--- src/rtl/screen_scanner.sv ---
// screen_scanner: walks the Hack screen map in raster order and serialises each
// 16-bit word LSB-first into a 1-bit pixel stream with valid/ready handshake.
// Optional build macro SCREEN_SCANNER_PREFETCH_EN adds a one-word holding
// register so the next word is read during SHIFT and the stream never bubbles.
module screen_scanner #(
  parameter int ROWS          = 256,
  parameter int WORDS_PER_ROW = 32,
  parameter int AW            = 13
) (
  input  logic          CLK,
  input  logic          RST_N,
  input  logic          enable,
  output logic          mem_rd_en,
  output logic [AW-1:0] mem_addr,
  input  logic [15:0]   mem_rdata,
  output logic          pix_valid,
  input  logic          pix_ready,
  output logic          pix_data,
  output logic          pix_sof,
  output logic          pix_eol,
  output logic          busy
);

  localparam int RW = (ROWS > 1) ? $clog2(ROWS) : 1;
  localparam int CW = (WORDS_PER_ROW > 1) ? $clog2(WORDS_PER_ROW) : 1;

  typedef enum logic [1:0] {IDLE, FETCH, LOAD, SHIFT} state_t;

  state_t        state;
  logic [RW-1:0] row;
  logic [CW-1:0] col;
  logic [3:0]    bit_cnt;
  logic [15:0]   shreg;

`ifdef SCREEN_SCANNER_PREFETCH_EN
  logic [15:0]   hold;
  logic          hold_vld;
  logic          rd_pend;
`endif

  logic          xfer;
  logic          last_col;
  logic          last_row;
  logic          last_word;
  logic [RW-1:0] next_row;
  logic [CW-1:0] next_col;
  logic [AW-1:0] cur_addr;
  logic [AW-1:0] next_addr;

  // Counter decodes and the address of the current and following word.
  assign xfer      = pix_valid & pix_ready;
  assign last_col  = (col == CW'(WORDS_PER_ROW - 1));
  assign last_row  = (row == RW'(ROWS - 1));
  assign last_word = last_col & last_row;
  assign next_col  = last_col ? '0 : col + CW'(1);
  assign next_row  = last_col ? (last_row ? '0 : row + RW'(1)) : row;
  assign cur_addr  = AW'(int'(row) * WORDS_PER_ROW + int'(col));
  assign next_addr = AW'(int'(next_row) * WORDS_PER_ROW + int'(next_col));

  // Pixel value and frame/line markers, all qualified by pix_valid.
  assign pix_data = pix_valid & shreg[bit_cnt];
  assign pix_sof  = pix_valid & (row == '0) & (col == '0) & (bit_cnt == 4'd0);
  assign pix_eol  = pix_valid & last_col & (bit_cnt == 4'd15);

  // Fetch/shift sequencer with registered read strobe, valid and busy.
  // NOTE: all state here uses nonblocking assignments so every register samples
  // pre-edge values; blocking assignments would make ordering matter.
  always_ff @(posedge CLK) begin
    if (!RST_N) begin
      state     <= IDLE;
      row       <= '0;
      col       <= '0;
      bit_cnt   <= '0;
      shreg     <= '0;
      mem_rd_en <= 1'b0;
      mem_addr  <= '0;
      pix_valid <= 1'b0;
      busy      <= 1'b0;
`ifdef SCREEN_SCANNER_PREFETCH_EN
      hold      <= '0;
      hold_vld  <= 1'b0;
      rd_pend   <= 1'b0;
`endif
    end else begin
      // NOTE: the read strobe defaults low each cycle so it is a one-cycle pulse
      // wherever a branch below does not explicitly raise it.
      mem_rd_en <= 1'b0;
`ifdef SCREEN_SCANNER_PREFETCH_EN
      // A prefetch issued in SHIFT returns one cycle later into the holding reg.
      rd_pend <= mem_rd_en && (state == SHIFT);
      if (rd_pend) begin
        hold     <= mem_rdata;
        hold_vld <= 1'b1;
      end
`endif
      case (state)
        IDLE: begin
          if (enable) begin
            busy      <= 1'b1;
            mem_rd_en <= 1'b1;
            mem_addr  <= cur_addr;
            state     <= FETCH;
          end
        end
        FETCH: begin
          state <= LOAD;
        end
        LOAD: begin
          shreg     <= mem_rdata;
          bit_cnt   <= '0;
          pix_valid <= 1'b1;
          state     <= SHIFT;
        end
        SHIFT: begin
          if (xfer) begin
            bit_cnt <= bit_cnt + 4'd1;
`ifdef SCREEN_SCANNER_PREFETCH_EN
            // Request the next word as the stream moves on to bit 13.
            if (bit_cnt == 4'd12 && !last_word) begin
              mem_rd_en <= 1'b1;
              mem_addr  <= next_addr;
            end
`endif
            if (bit_cnt == 4'd15) begin
              col <= next_col;
              row <= next_row;
              if (last_word) begin
                pix_valid <= 1'b0;
                busy      <= 1'b0;
                state     <= IDLE;
              end
`ifdef SCREEN_SCANNER_PREFETCH_EN
              else if (hold_vld) begin
                shreg    <= hold;
                hold_vld <= 1'b0;
              end
`endif
              else begin
                pix_valid <= 1'b0;
                mem_rd_en <= 1'b1;
                mem_addr  <= next_addr;
                state     <= FETCH;
              end
            end
          end
        end
        default: state <= IDLE;
      endcase
    end
  end

endmodule

--- config.mk ---
export PLATFORM = sky130hd
export DESIGN_NAME = screen_scanner
export DESIGN_NICKNAME = d
export VERILOG_FILES = /design/src/rtl/screen_scanner.sv
export SDC_FILE = /design/constraint.sdc
export NUM_CORES = 1
export LEC_CHECK = 0
export ABC_AREA = 1
export BUFFER_PORTS_ARGS = -buffer_cell sky130_fd_sc_hd__buf_2
export CORE_MARGIN = 2
export CORE_UTILIZATION = 50
export DETAILED_ROUTE_END_ITERATION = 8
export PLACE_DENSITY_LB_ADDON = 0.1
export SYNTH_ARGS = -nofsm -noshare
export SYNTH_HDL_FRONTEND = slang
export SYNTH_SLANG_ARGS = --single-unit
export TNS_END_PERCENT = 30
--- constraint.sdc ---
create_clock -name CLK -period 3.37 [get_ports CLK]
set_input_delay 0.5055 -clock CLK [delete_from_list [all_inputs] [get_ports CLK]]
set_output_delay 0.5055 -clock CLK [all_outputs]
set_load 0.01 [all_outputs]
After elaboration in Yosys (flattened, before gate mapping):

Cells that the tools add are included.
W data, S select, Z words.

* order comparisons: 1
* reduce and logical (&&, ||, !) cells: 12
* add/subtract/negate cells: 5
* bitwise operators: 8
* eq/ne operators: 11
* mux-type cells: 30

Operators by type and width (number)
* $mux W13: 4
* $add A13 B5 Y13: 2
* $pmux W13 S2: 1
* $mux W8: 2
* $mux W1: 12
* $ne A2 B2 Y1 const B: 5
* $reduce_and A5 Y1: 2
* $reduce_and A3 Y1: 3
* $add A8 B1 Y8 const B: 1
* $and A1 B1 Y1: 8
* $eq A8 B8 Y1 const B: 1
* $logic_not A8 Y1: 1
* $pmux W2 S4: 1
* $pmux W4 S2: 1
* $mux W2: 3
* $pmux W1 S2: 3
* $add A5 B1 Y5 const B: 1
* $eq A5 B5 Y1 const B: 1
* $logic_not A5 Y1: 1
* $lt A4 B5 Y1 const B: 1
* $mux W5: 1
* $add A4 B1 Y4 const B: 1
* $bmux W1 S4: 1
* $eq A2 B2 Y1 const B: 2
* other kinds (7): 8

* input bits: 20
* logic and storage cells: 76
* bits in registers: 51
* output and inout port bits: 19

Longest topological paths before layout:

Gate-level depths: netlist of run 1.

* depth after elaboration: 8
* depth in mapped cells: 12
* depth with buffers taken out: 12

Worst setup path before layout of run 1:

OpenSTA, ideal clock, no wires.

* path kind: reg-to-output
* start point: reg col[1]
* end point: out pix_eol
* required time: 2.864 ns
* stages on the path, launching flop included: 7
* buffers on the path: 0
* setup slack: 1.520 ns
* data arrival time: 1.345 ns
* cell sequence: dfxtp_1 ha_1 nand2_1 nor2_1 ha_1 inv_1 nor3_1

* cells in the longest elaborated chain, start to end: 3

RTL lines
* start, declared: line 31 `logic [CW-1:0] col;`
* start signal, assigned: line 125 `col <= next_col;`
* $eq A5 B5 Y1: line 52 `assign last_col = (col == CW'(WORDS_PER_ROW - 1));`
* $and A1 B1 Y1 (2 in a row): line 63 `assign pix_eol = pix_valid & last_col & (bit_cnt == 4'd15);`
* end, declared: line 20 `output logic pix_eol,`

No other way between the ends.

Final worst setup path of run 1:

* start point: reg col[0]
* end point: out pix_eol

The elaborated chain is that of the path after synthesis.

==> reports/results.tsv, run 1 <==
metric	value	unit
initial antenna violation count	0	
Final ANT Viol Nets	0	
vias per cell	5.32	
Max transition margin	0.616	
Total GRT Usage	0.223	
Seq/Total Area, Yosys	0.388	
Data arrival, critical path	1.96	ns
Clock Sink Count	51	
gpl congestion	0.927	
CTS H-tree lvls	2	
Reg2Reg Setup Slack	1.26	ns
share of layout cells above drive strength 1	0.143	
Worst Hold Class	input port to register	
Hold-fix buffers, CTS	0	
CP Launch Point	col[0]	
hpwl dp	4430	um
critical path, cell by cell	ha_1, nand2_1, nor2_1, ha_1, inv_1, nor3_1, buf_2	
number of max-cap violations	0	
Core Region	5070	sq um
CP Class	register to primary output	
Initial Utilization	0.518	
largest net degree at the start of global routing	38	
yosys warns	0	
CTS Root Cell	clkbuf_8	
Rows	26	
first-pass detailed-route iteration total	4	
DR vias	2563	
worst clock skew	0.00846	ns
crit path time final	2.46	ns
I/O pin cnt	39	
Final #Nets	441	
slowest CP cell	dfxtp_1	
Critical Path End Type	primary output	
Worst R2R Path Depth	12	
Min Hold Slack	0.414	ns
Finish-stage setup viols	0	
wire per inst	13.1	um
DR DRC count	0	
Crit path top cell by count	ha_1	
Mapped Area	2630	sq um
Peak VDD IR	0.583	mV
Clock transition at path regs	0.10	ns
P_leak	1.34	nW
Layout area overhead	13.0	%
Critical Path Fanout Max	6	
Worst path max stage delay	0.42	ns
status	finished clean	
Max Slew Vio Count	0	
critical path launch point type	register	
commonest non-fill, non-tap cell in the layout	nor2_1	
die width	76.5	um
synthesized flop and latch total	51	
setup_tns	0	ns
antenna cells	0	
period utilization	0.731	
clk buf depth	2	
Clock Latency Late Sink	0.30	ns
initial drt markers	192	
syn nets	410	
most frequent cells in the layout	nor2_1, nand2_1, dfxtp_1, o21ai_0, buf_2	
Worst Max-Slew Pin Slew	0.576	ns
Syn Area/Cell	6.92	sq um
Syn Inst Count	380	
TritonCTS clock tree	yes	
Total Wirelength	6320	um
Die H	76.5	um
total CTS buffers	5	
first-pass GRT wire length	10800	um
pwr/cell area	688	nW/um^2
Setup Buffers After CTS	0	
crit path to	pix_eol	
Die ar.	5850	sq um
r2r endpoint	mem_addr[12]	
unique cell type count in the Yosys netlist	29	
Port Buffers	38	
Hold Violations, Final	0	
Max Freq	0.406	GHz
total gr overflow	0	
vias in the first global route	2346	
post_cts resized	0	
FF-to-FF Start	col[0]	
RSZ-0062 raised after global routing	false	
Worst Path Required	2.86	ns
-- worst min path at each step --
stage                            start     endpoint  cells past startpoint  slack [ns]
after global routing      mem_rdata[2]     shreg[2]                      3        0.42
after detailed placement   mem_addr[0]  mem_addr[0]                      2        0.43
after CTS                 mem_rdata[2]     shreg[2]                      3        0.41
after floorplan               shreg[5]     shreg[5]                      2        0.43
final                     mem_rdata[6]     shreg[6]                      3        0.41
after global placement     mem_addr[4]  mem_addr[4]                      2        0.43
-- flip-flops by register name (all words and copies together) (netlist names) --
register / count
state: 2
pix_valid: 1
mem_addr: 13
col: 5
busy: 1
shreg: 16
bit_cnt: 4
mem_rd_en: 1
row: 8
-- report_power, final --
| part | internal [W] | switching (W) | total [W] |
|---|---|---|---|
| logic | 0.000244 | 0.000453 | 0.000697 |
| clock network | 0.000296 | 0.000208 | 0.000504 |
| registers | 0.000765 | 0.0000774 | 0.000843 |
-- per-layer routing --
layer,GRT usage,wire [um]
met1,0.312,2980
met2,0.352,2910
met3,0.0355,374
met4,0.0709,52
met5,0,0
-- cells by family (layout without fill, tap and decap cells) --
group | Yosys count | after routing | synth area share
buf+inv | 55 | 87 | 0.0890
compound gates | 92 | 92 | 0.188
flops | 51 | 51 | 0.388
simple gates | 170 | 170 | 0.281
xor+xnor | 2 | 2 | 0.00666
fa+ha+maj | 10 | 10 | 0.0476
-- critical path, delay by kind of cell, from the launching register on --
kind | cells | cell delay (ns)
simple gates | 3 | 0.44
buf+inv | 2 | 0.34
fa+ha+maj | 2 | 0.46
flops | 1 | 0.42
-- per-stage QoR --
step / std cells / utilization / setup WS (ns) / instance area [sq um] / power, W
after global placement: 474 / 0.558 / 1.34 / 2830 / 0.00154
after detailed placement: 474 / 0.558 / 1.30 / 2830 / 0.00156
after floorplan: 380 / - / 1.52 / 2630 / 0.00138
after CTS: 482 / 0.585 / 0.949 / 2970 / 0.00206
final: 482 / 0.585 / 0.906 / 2970 / 0.00204
after global routing: 482 / 0.585 / 0.827 / 2970 / 0.00220
-- cell type report --
class,instances,area [sq um]
timing repair buffer,40,205
fill,496,2100
tap,70,87.6
sequential,51,1020
inverter,39,146
clock inverter,3,67.6
clock buffer,5,68.8
multi-input combinational,274,1370
-- synth_stat cells, drive strengths merged --
cell,instances,share of area
nor2,76,0.12
nand2,56,0.080
ha,10,0.048
inv,38,0.054
o21bai,1,0.0043
a22oi,1,0.0029
nand4,8,0.019
nor3,6,0.011
clkinv,1,0.0014
a21oi,31,0.059
a211oi,3,0.0086
dfxtp,51,0.39
o211ai,4,0.011
xor2,2,0.0067
clkbuf,7,0.010
nor4,1,0.0024
buf,9,0.023
or2,1,0.0024
o21ai,51,0.097
nand3,22,0.048
o221a,1,0.0043
No activity file was read; power rests on OpenSTA's default activity.
==> inputs of run 2 (changes only) <==
clock period = 2.53 ns   (was 3.37 ns; I/O delays follow)
==> run 2 against run 1 <==
Compared with the run above:
- routed wire length is 0.54% lower
- sequential power is 34% higher
- sequential share of layout area is 0.20 points higher
- worst hold slack worse by 0.11 ns
- clock skew is 0.0028 ns lower
- die area stayed put
- count of clock-buffer cells in the layout is 2 higher
- critical path depth stayed put
- power is 23% higher
- final cell count is 1.0% higher
- critical endpoint unchanged
- largest cell class unchanged
==> reports/results.tsv, run 2 (same netlist as run 1, synthesis figures left out) <==
metric	value	unit
status	finished clean	
Finish-stage setup viols	0	
first-pass GRT wire length	11000	um
slowest CP cell	dfxtp_1	
RSZ-0062 raised after global routing	false	
Clock Latency Late Sink	0.29	ns
Initial Utilization	0.518	
gpl congestion	0.953	
Final #Nets	446	
Total Wirelength	6280	um
largest net degree at the start of global routing	37	
Hold-fix buffers, CTS	0	
Max Slew Vio Count	0	
DR vias	2553	
DR DRC count	0	
worst clock skew	0.00563	ns
period utilization	0.915	
Data arrival, critical path	1.94	ns
hpwl dp	4550	um
Critical Path End Type	primary output	
Total GRT Usage	0.228	
total gr overflow	0	
pwr/cell area	852	nW/um^2
Max Freq	0.432	GHz
Die ar.	5850	sq um
crit path time final	2.31	ns
Max transition margin	0.651	
Layout area overhead	12.3	%
critical path, cell by cell	ha_1, nand2_1, nor2_1, ha_1, inv_1, nor3_1, buf_2	
initial drt markers	195	
Clock Sink Count	51	
worst slack, placed	0.533	ns
fill count	537	
Peak VDD IR	0.643	mV
setup_tns	0	ns
top routing layer in use	met4	
Clock transition at path regs	0.09	ns
Top delay family on crit path	simple AND/OR/NAND/NOR gates	
Setup Buffers After CTS	0	
commonest non-fill, non-tap cell in the layout	nor2_1	
die width	76.5	um
antenna cells	0	
metal2 WL	2840	um
Port Buffers	38	
Final ANT Viol Nets	0	
clk buf depth	2	
Worst Max-Slew Pin Slew	0.523	ns
Top reg by flops	shreg	
most frequent cells in the layout	nor2_1, nand2_1, dfxtp_1, o21ai_0, buf_2	
CTS Root Cell	clkbuf_8	
share of layout cells above drive strength 1	0.149	
final instance area	2950	sq um
P_leak	1.34	nW
CP Class	register to primary output	
Critical Path Fanout Max	6	
post_cts resized	0	
critical path launch point type	register	
Core Region	5070	sq um
Met3 Routed Length	278	um
TritonCTS clock tree	yes	
Reg2Reg Setup Slack	0.53	ns
Placed Area	2870	sq um
Worst Path Buf+Inv	2	
Worst path max stage delay	0.40	ns
first-pass detailed-route iteration total	5	
max reg flops	16	
wire per inst	12.9	um
wl on met1	3120	um
Worst Path Required	2.15	ns
Worst Hold Class	input port to register	
top flop regs	shreg: 16 flops, mem_addr: 13 flops, row: 8 flops	
I/O pin cnt	39	
Crit path top cell by count	ha_1	
Die H	76.5	um
initial antenna violation count	0	
slack of the critical path	0.215	ns
vias per cell	5.24	
total CTS buffers	5	
number of max-cap violations	0	
Hold Violations, Final	0	
Rows	26	
CTS H-tree lvls	2	
vias in the first global route	2383	
==> run 2: area by class of cell <==
class                   count  area (sq um)  share of cell area
repair buffers             45           243              0.0822
well taps                  70          87.6              0.0297
flip-flops and latches     51          1020               0.346
clock inverters             1          5.00             0.00169
inverters                  39           146              0.0496
clock buffers               7          76.3              0.0258
multi-input cells         274          1370               0.465
==> run 2: where the power goes <==
part	internal (W)	total (W)	leakage, nW	switching (W)
registers	0.00102	0.00113	0.416	0.000106
logic	0.000343	0.000944	0.880	0.000601
clock network	0.000195	0.000447	0.0422	0.000252
==> run 2: per-stage QoR <==
step           hold slack [ns]  power [W]  utilization  std cells
4_1_cts                  0.297    0.00255        0.582        487
3_5_place_dp             0.429    0.00209        0.566        479
5_1_grt                  0.295    0.00275        0.582        487
2_1_floorplan            0.434    0.00183            -        380
6_report                 0.301    0.00252        0.582        487
3_3_place_gp             0.430    0.00208        0.566        479
==> run 2: worst min-delay path: stages <==
cell and delay (ns):
buf_2 0.07, nor2_1 0.03, nor2_1 0.08
==> run 2: path summary, 6_finish.rpt <==
check | cells past startpoint | endpoint | from
max | 7 | pix_eol | col[1]
min | 3 | shreg[12] | mem_rdata[12]
min reg2reg | 2 | mem_addr[4] | mem_addr[4]
max reg2reg | 12 | mem_addr[12] | col[1]
==> run 2: routing by layer <==
metal	global-route usage	up-vias
met5	0	-
met2	0.370	62
met4	0.0600	0
met3	0.0498	6
li1	-	1328
met1	0.307	1157
